--- src/rtl/ublock_key_pkg.sv ---
// uBlock key-schedule constants, FSM encoding and helpers.
// Shared by the round sequencer and the masked S-box array.
package ublock_key_pkg;

  typedef enum logic [1:0] {
    ST_IDLE = 2'd0,
    ST_WAIT = 2'd1,
    ST_DONE = 2'd2
  } state_e;

  localparam logic [3:0] SBOX [16] = '{
    4'h7, 4'h4, 4'h9, 4'hC, 4'hB, 4'hA, 4'hD, 4'h8,
    4'hF, 4'hE, 4'h1, 4'h6, 4'h0, 4'h3, 4'h2, 4'h5
  };

  localparam logic [31:0] RC [16] = '{
    32'h988cc9dd, 32'hf0e4a1b5, 32'h21357064, 32'h8185d0c4,
    32'hc0c59104, 32'h4144d1c5, 32'h4242d2c6, 32'h4747d7c3,
    32'h4d4dddc9, 32'h5959c9dd, 32'h7171e1f5, 32'h2121b1a5,
    32'h8181113d, 32'hc1c1518d, 32'h41403efd, 32'h4343fccf
  };

  function automatic logic [31:0] rotl32(
    input logic [31:0] x,
    input int          n
  );
    logic [4:0] s;
    s = 5'(n);
    return (x << s) | (x >> (6'd32 - {1'b0, s}));
  endfunction

  function automatic logic [31:0] sbox32(
    input logic [31:0] x
  );
    logic [31:0] r;
    r = '0;
    for (int i = 0; i < 8; i++) begin
      r[4*i +: 4] = SBOX[x[4*i +: 4]];
    end
    return r;
  endfunction

endpackage

--- src/rtl/shared_key_sbox_driver.sv ---
// Masked key-schedule round sequencer around an external S-box array.
// Ports: start/key_in0/1 in, sbox_array_* link, key_out0/1 + status out.
module shared_key_sbox_driver
  import ublock_key_pkg::*;
#(
  parameter int SBOX_LAT = 2,
  parameter int ROUNDS   = 16,
  parameter int ROT      = 8
) (
  input  logic        clk,
  input  logic        rst,
  input  logic        start,
  input  logic [31:0] key_in0,
  input  logic [31:0] key_in1,
  output logic [31:0] sbox_array_input0,
  output logic [31:0] sbox_array_input1,
  input  logic [31:0] sbox_array_output0,
  input  logic [31:0] sbox_array_output1,
  output logic [31:0] key_out0,
  output logic [31:0] key_out1,
  output logic        key_valid,
  output logic [3:0]  round_idx,
  output logic        busy,
  output logic        done
);

  if (ROUNDS < 0 || ROUNDS > 16) begin : g_rounds_chk
    $error("ROUNDS must be in 0..16");
  end

  localparam int CW =
    (SBOX_LAT < 1) ? 1 : $clog2(SBOX_LAT + 1);
  localparam logic [CW-1:0] LAT = CW'(SBOX_LAT);
  localparam logic [3:0] LAST =
    (ROUNDS > 0) ? 4'(ROUNDS - 1) : 4'd0;

  state_e        state_q;
  logic [31:0]   word0_q, word1_q;
  logic [31:0]   key0_q, key1_q;
  logic [CW-1:0] cnt_q;
  logic [3:0]    round_q, idx_q;
  logic          kv_q, busy_q, done_q;

  logic [31:0]   word0_d, word1_d;

  // Linear layer stays share-wise; constant on share 0.
  assign word0_d =
    rotl32(sbox_array_output0, ROT) ^ RC[round_q];
  assign word1_d = rotl32(sbox_array_output1, ROT);

  always_ff @(posedge clk or posedge rst) begin
    if (rst) begin
      state_q <= ST_IDLE;
      word0_q <= '0;
      word1_q <= '0;
      key0_q  <= '0;
      key1_q  <= '0;
      cnt_q   <= '0;
      round_q <= '0;
      idx_q   <= '0;
      kv_q    <= 1'b0;
      busy_q  <= 1'b0;
      done_q  <= 1'b0;
    end else begin
      kv_q   <= 1'b0;
      done_q <= 1'b0;
      unique case (state_q)
        ST_IDLE: begin
          if (start) begin
            if (ROUNDS > 0) begin
              word0_q <= key_in0;
              word1_q <= key_in1;
              cnt_q   <= '0;
              round_q <= '0;
              busy_q  <= 1'b1;
              state_q <= ST_WAIT;
            end else begin
              state_q <= ST_DONE;
            end
          end
        end
        ST_WAIT: begin
          if (cnt_q != LAT) begin
            cnt_q <= cnt_q + 1'b1;
          end else begin
            word0_q <= word0_d;
            word1_q <= word1_d;
            key0_q  <= word0_d;
            key1_q  <= word1_d;
            kv_q    <= 1'b1;
            idx_q   <= round_q;
            if (round_q == LAST) begin
              state_q <= ST_DONE;
            end else begin
              round_q <= round_q + 4'd1;
              cnt_q   <= '0;
            end
          end
        end
        ST_DONE: begin
          done_q  <= 1'b1;
          busy_q  <= 1'b0;
          state_q <= ST_IDLE;
        end
        default: state_q <= ST_IDLE;
      endcase
    end
  end

  assign sbox_array_input0 = word0_q;
  assign sbox_array_input1 = word1_q;
  assign key_out0  = key0_q;
  assign key_out1  = key1_q;
  assign key_valid = kv_q;
  assign round_idx = idx_q;
  assign busy      = busy_q;
  assign done      = done_q;

endmodule

--- config.mk ---
export PLATFORM = sky130hd
export DESIGN_NAME = shared_key_sbox_driver
export DESIGN_NICKNAME = d
export VERILOG_FILES = /design/src/rtl/ublock_key_pkg.sv /design/src/rtl/shared_key_sbox_driver.sv
export SDC_FILE = /design/constraint.sdc
export NUM_CORES = 1
export LEC_CHECK = 0
export ABC_AREA = 1
export BUFFER_PORTS_ARGS = -buffer_cell sky130_fd_sc_hd__buf_4
export CAP_MARGIN = 15
export CORE_ASPECT_RATIO = 2
export CORE_MARGIN = 3
export CORE_UTILIZATION = 45
export DETAILED_ROUTE_END_ITERATION = 6
export GPL_TIMING_DRIVEN = 0
export PLACE_DENSITY = 0.74
export SETUP_SLACK_MARGIN = 0.02
export SYNTH_ARGS = -nofsm -noshare
export SYNTH_HDL_FRONTEND = slang
export SYNTH_SLANG_ARGS = --single-unit
--- constraint.sdc ---
create_clock -name clk -period 8.63 [get_ports clk]
set_clock_uncertainty 0.1 [all_clocks]
set_input_delay 1.726 -clock clk [delete_from_list [all_inputs] [get_ports clk]]
set_output_delay 1.726 -clock clk [all_outputs]
set_load 0.05 [all_outputs]
* Yosys cells after proc, flatten, opt, wreduce, memory -nomap -nowiden
Memory sizes are Yosys's and may differ from the RTL's.
Cells that the tools add are included.
** Storage, ports and cells
- Register bits :: 143
- ROM bits :: 512
- Input bits :: 131
- Output and inout bits :: 135
- Logic and storage cells :: 63
- Memories kept :: 1
** Memory list
- (name not given) :: depth 16, bits a word 32, rd ports 1, clocked after Yosys merged registers in 0, write ports 0, line shared_key_sbox_driver.sv:48 : rotl32(sbox_array_output0, ROT) ^ RC[round_q];
** Cells by class
- Add/subtract/negate cells :: 2
- $lt $le $gt $ge :: 1
- Eq/ne operators :: 9
- Mux-type cells :: 25
- Bitwise logic cells :: 5
- Reduce and logical (&&, ||, !) cells :: 9
** Operators by type and width (number)
- $mux W32 :: 6
- $pmux W32 S2 :: 2
- $or A32 B8 Y32 :: 2
- $xor A32 B32 Y32 :: 1
- $mux W2 :: 6
- $mux W4 :: 3
- $ne A2 B2 Y1 const B :: 5
- $reduce_and A3 Y1 :: 3
- $pmux W2 S2 :: 2
- $pmux W4 S2 :: 1
- $ge A5 B5 Y1 const B :: 1
- $not A4 Y5 :: 1
- $add A4 B1 Y4 const B :: 1
- $eq A4 B4 Y1 const B :: 1
- $mux W1 :: 4
- $reduce_and A2 Y1 :: 2
- $reduce_and A4 Y1 :: 1
- $reduce_bool A2 Y1 :: 2
- $ne A3 B3 Y1 const B :: 1
- $add A2 B1 Y2 const B :: 1
- $eq A2 B1 Y1 const B :: 1
- $eq A2 B2 Y1 const B :: 1
- $logic_not A2 Y1 :: 1
- $pmux W1 S2 :: 1
- $not A1 Y1 :: 1

* Longest topological paths before layout
- Word-level depth :: 7
- Depth in mapped cells :: 10
- Depth with buffers taken out :: 10

* Worst setup path before layout
OpenSTA, ideal clock, no wires.
- Kind :: in2reg
- From :: input port start
- To :: register word0_q[10], in the netlist sbox_array_input0[10]
- Arrival time :: 2365 ps
- Data required time :: 8412 ps
- Slack :: 6048 ps
- Stages :: 7
- Cells stage by stage :: nand2_1 nor2_1 nor2_4 buf_2 nor2_1 nand2_1 nand2_1
** On the way
- Word-level cells in the longest chain between the ends :: 2
** Ends and longest elaborated chain
- start: declaration :: line shared_key_sbox_driver.sv:12 : input logic start,
- $ne A2 B2 Y1 (no line)
- $reduce_and A3 Y1 (no line)
- end signal: assignment :: line shared_key_sbox_driver.sv:71 : word0_q <= key_in0;
- end signal: assignment :: line shared_key_sbox_driver.sv:86 : word0_q <= word0_d;
- end: declaration :: line shared_key_sbox_driver.sv:38 : logic [31:0] word0_q, word1_q;
No other way between the ends.
A chain may end at the register's enable or synchronous reset.

* Final worst setup path
- From :: register key0_q[17], in the netlist key_out0[17]
- To :: output port key_out0[17]
** RTL lines
- start: declaration :: line shared_key_sbox_driver.sv:39 : logic [31:0] key0_q, key1_q;
- start signal: assignment :: line shared_key_sbox_driver.sv:88 : key0_q <= word0_d;
- end: declaration :: line shared_key_sbox_driver.sv:19 : output logic [31:0] key_out0,
No word-level cell between the ends.

==> flow_summary.toml <==
[sta]
grt_setup_unrepaired = "false"
fin_crit_ps = 2850
fin_setup_tns_ps = 0
slew_headroom_pct = 57.7
hold_viol_final = 0
timing.final.crit_share_pct = 33.0
setup_viol = 0
worst_pin_slew_ps = 634
max_freq_mhz = 351
final_max_slew_viol_count = 0

[critical_path]
r2r_setup_slack_ps = 6290
crit_path_max_incr_delay_ps = 400
cp-start-kind = "flip-flop"
reg2reg_depth = 9
critPathArrivalTime_ps = 1020
endpoint_kind = "output port"
worstPathMaxFanout = 2
required_ps = 6800
cp_num_buf_inv = 1
crit_type = "reg -> out"
r2r_end = "key_out0[5]"
cp_slowest_cell = "dfrtp_1"
reg2reg_from = "round_q[1]"
crit_family = "flip-flops"
cp_cell_sequence = "buf_4"

[yosys]
synth_area_per_cell_sq_um = 7.77
synth_cells = 892
synth_area_sq_um = 6930
syn_nets = 1036
yosys.cell_types.count = 26
yosysSeqAreaShare_pct = 51.6
ys_ff_latch = 143
ys.warnings.count = 0

[grt]
grt_pass1_vias = 7141
grt.total_usage_pct = 28.5
antenna_found_initial = 1
grt_max_degree = 94
grt_overflow_total = 0
grt_pass1_wl_mm = 37.1

[clocking]
clk_pin_slew_worst_paths_ps = 60
clkLatencyLatePin_ps = 410
clockBufferDepth = 2
numClockSinks = 143
post_cts_buffers = 0
ctsResizeCount = 0
cts_buffers = 17
cts_tree = "yes"
root_buffer = "clkbuf_16"
holdBufCountCts = 0
htreeDepth = 4

[worst_hold_path]
min-delay-start = "key_out0[14]"
min_delay_path_depth = 2
min_path_type = "reg -> reg"
min_to = "key_out0[14]"

[floorplanning]
start_util_pct = 46.3
rows = 63
core_sq_um = 15000
die_height_microns = 182
io_pins = 266
die_w_microns = 93.8
dieArea_sq_um = 17000

[placed_design]
place.gp.congestion = 0.943
io_buffers = 265
hpwl_mm = 18.5

[routing]
vias_per_cell = 5.11
drt_wl_total_mm = 23.9
drtIter0Drc = 293
ant_nets = 0
via_count = 7067
drc = 0
wl_per_cell_microns = 17.3
first_pass_iters = 5

[power]
finalPower_mw = 4.76
p_leak_nw = 5.27
peakVddDrop_mv = 0.231
power_density_nw_per_um2 = 485

[cells_and_area]
num-nets-final = 1321
area_growth_pct = 41.5
drive_above_1_share_pct = 28.5

[job]
maxCapViolCount = 0

[outcome]
status = "complete, no violations"
==> layout by cell type (no fill, tap or decap), types with 6 or more instances in the layout <==
cell type / Yosys / routed
ha_1: 13 / 13
a31oi_1: 58 / 58
a21oi_1: 36 / 36
nand2_1: 370 / 370
dfrtp_1: 143 / 143
inv_2: 6 / 6
inv_1: 34 / 33
nand3_1: 40 / 40
nor2_1: 111 / 111
clkbuf_1: 12 / 13
buf_2: 21 / 21
o21ai_0: 14 / 14
nand3b_1: 9 / 9
clkbuf_16: 0 / 17
buf_4: 6 / 271
==> registers in the layout, summed over array words and instances, names as in the netlist <==
signal and cells:
round_q 4, key_out1 32, key_out0 32, done 1, state_q 2, sbox_array_input0 32, sbox_array_input1 32, key_valid 1
busy 1, round_idx 4, cnt_q 2
==> logic make-up after synthesis <==
family          count (synthesis)  share of synthesized area, %
fa+ha+maj                      13                          2.35
simple gates                  539                          30.9
flops                         143                          51.6
compound gates                111                          9.15
xor+xnor                        2                         0.253
buf+inv                        84                          5.69
==> per-stage QoR <==
stage	std cells	hold slack, ps	utilization [%]	cell area, sq um	setup slack [ps]
floorplan	892	354	-	6930	2970
finish	1384	380	65.5	9810	5780
global route	1384	395	65.5	9810	5760
global placement	1352	363	61.2	9170	1120
detailed placement	1353	366	61.4	9200	5590
CTS	1383	382	65.5	9810	5770
==> power breakdown <==
part           internal [mW]  switching (mW)  leakage [nW]
Sequential             0.995           0.184          1.67
Clock                  0.487           0.280         0.291
Combinational          0.813            2.00          3.31
==> how the worst max path moves through the flow <==
stage,startpoint,to,cells after the start
after CTS,sbox_array_input0[0],sbox_array_input0[0],1
after global placement,rst,sbox_array_input0[10],2
after floorplan,rst,busy,1
final,key_out0[17],key_out0[17],1
after global routing,key_out0[15],key_out0[15],1
after detailed placement,start,sbox_array_input0[31],8
==> cells in the mapped netlist <==
library cell  instances  area [sq um]
nand2_1             370          1390
ha_1                 13           163
nand2_2               1          6.26
inv_1                34           128
clkbuf_1             12          45.0
o21ai_0              14          70.1
nand2_4               1          11.3
nand4_1               2          12.5
buf_1                 1          3.75
o22ai_1               1          6.26
a21boi_0              1          7.51
nand3_1              40           200
nor2_1              111           417
a21oi_1              36           180
inv_2                 6          22.5
buf_6                 4          45.0
nor2_4                2          22.5
buf_4                 6          45.0
o21bai_1              1          7.51
xor2_1                2          17.5
and2_1                1          6.26
dfrtp_1             143          3580
or2_2                 2          12.5
a31oi_1              58           363
nand3b_1              9          67.6
buf_2                21           105
==> tightest hold or removal path, delay by kind of cell, from the launching register on <==
family        cells  cell delay (ps)
flops             1              340
simple gates      2              110
==> area by class of cell <==
| class | count | area [sq um] |
|---|---|---|
| flip-flops and latches | 143 | 3580 |
| clock inverters | 11 | 166 |
| repair buffers | 266 | 2020 |
| diodes | 1 | 2.50 |
| clock buffers | 19 | 443 |
| inverters | 40 | 155 |
| fillers | 1376 | 5170 |
| plain buffers | 44 | 244 |
| multi-input cells | 665 | 2960 |
| well taps | 195 | 244 |
==> layer usage <==
| layer | wire, microns | global-route usage, % |
|---|---|---|
| met2 | 12800 | 51.8 |
| met5 | 0 | 0 |
| met1 | 8340 | 29.7 |
| met4 | 1480 | 16.5 |
| met3 | 1330 | 5.14 |
Power figures use the tool's default switching activity.
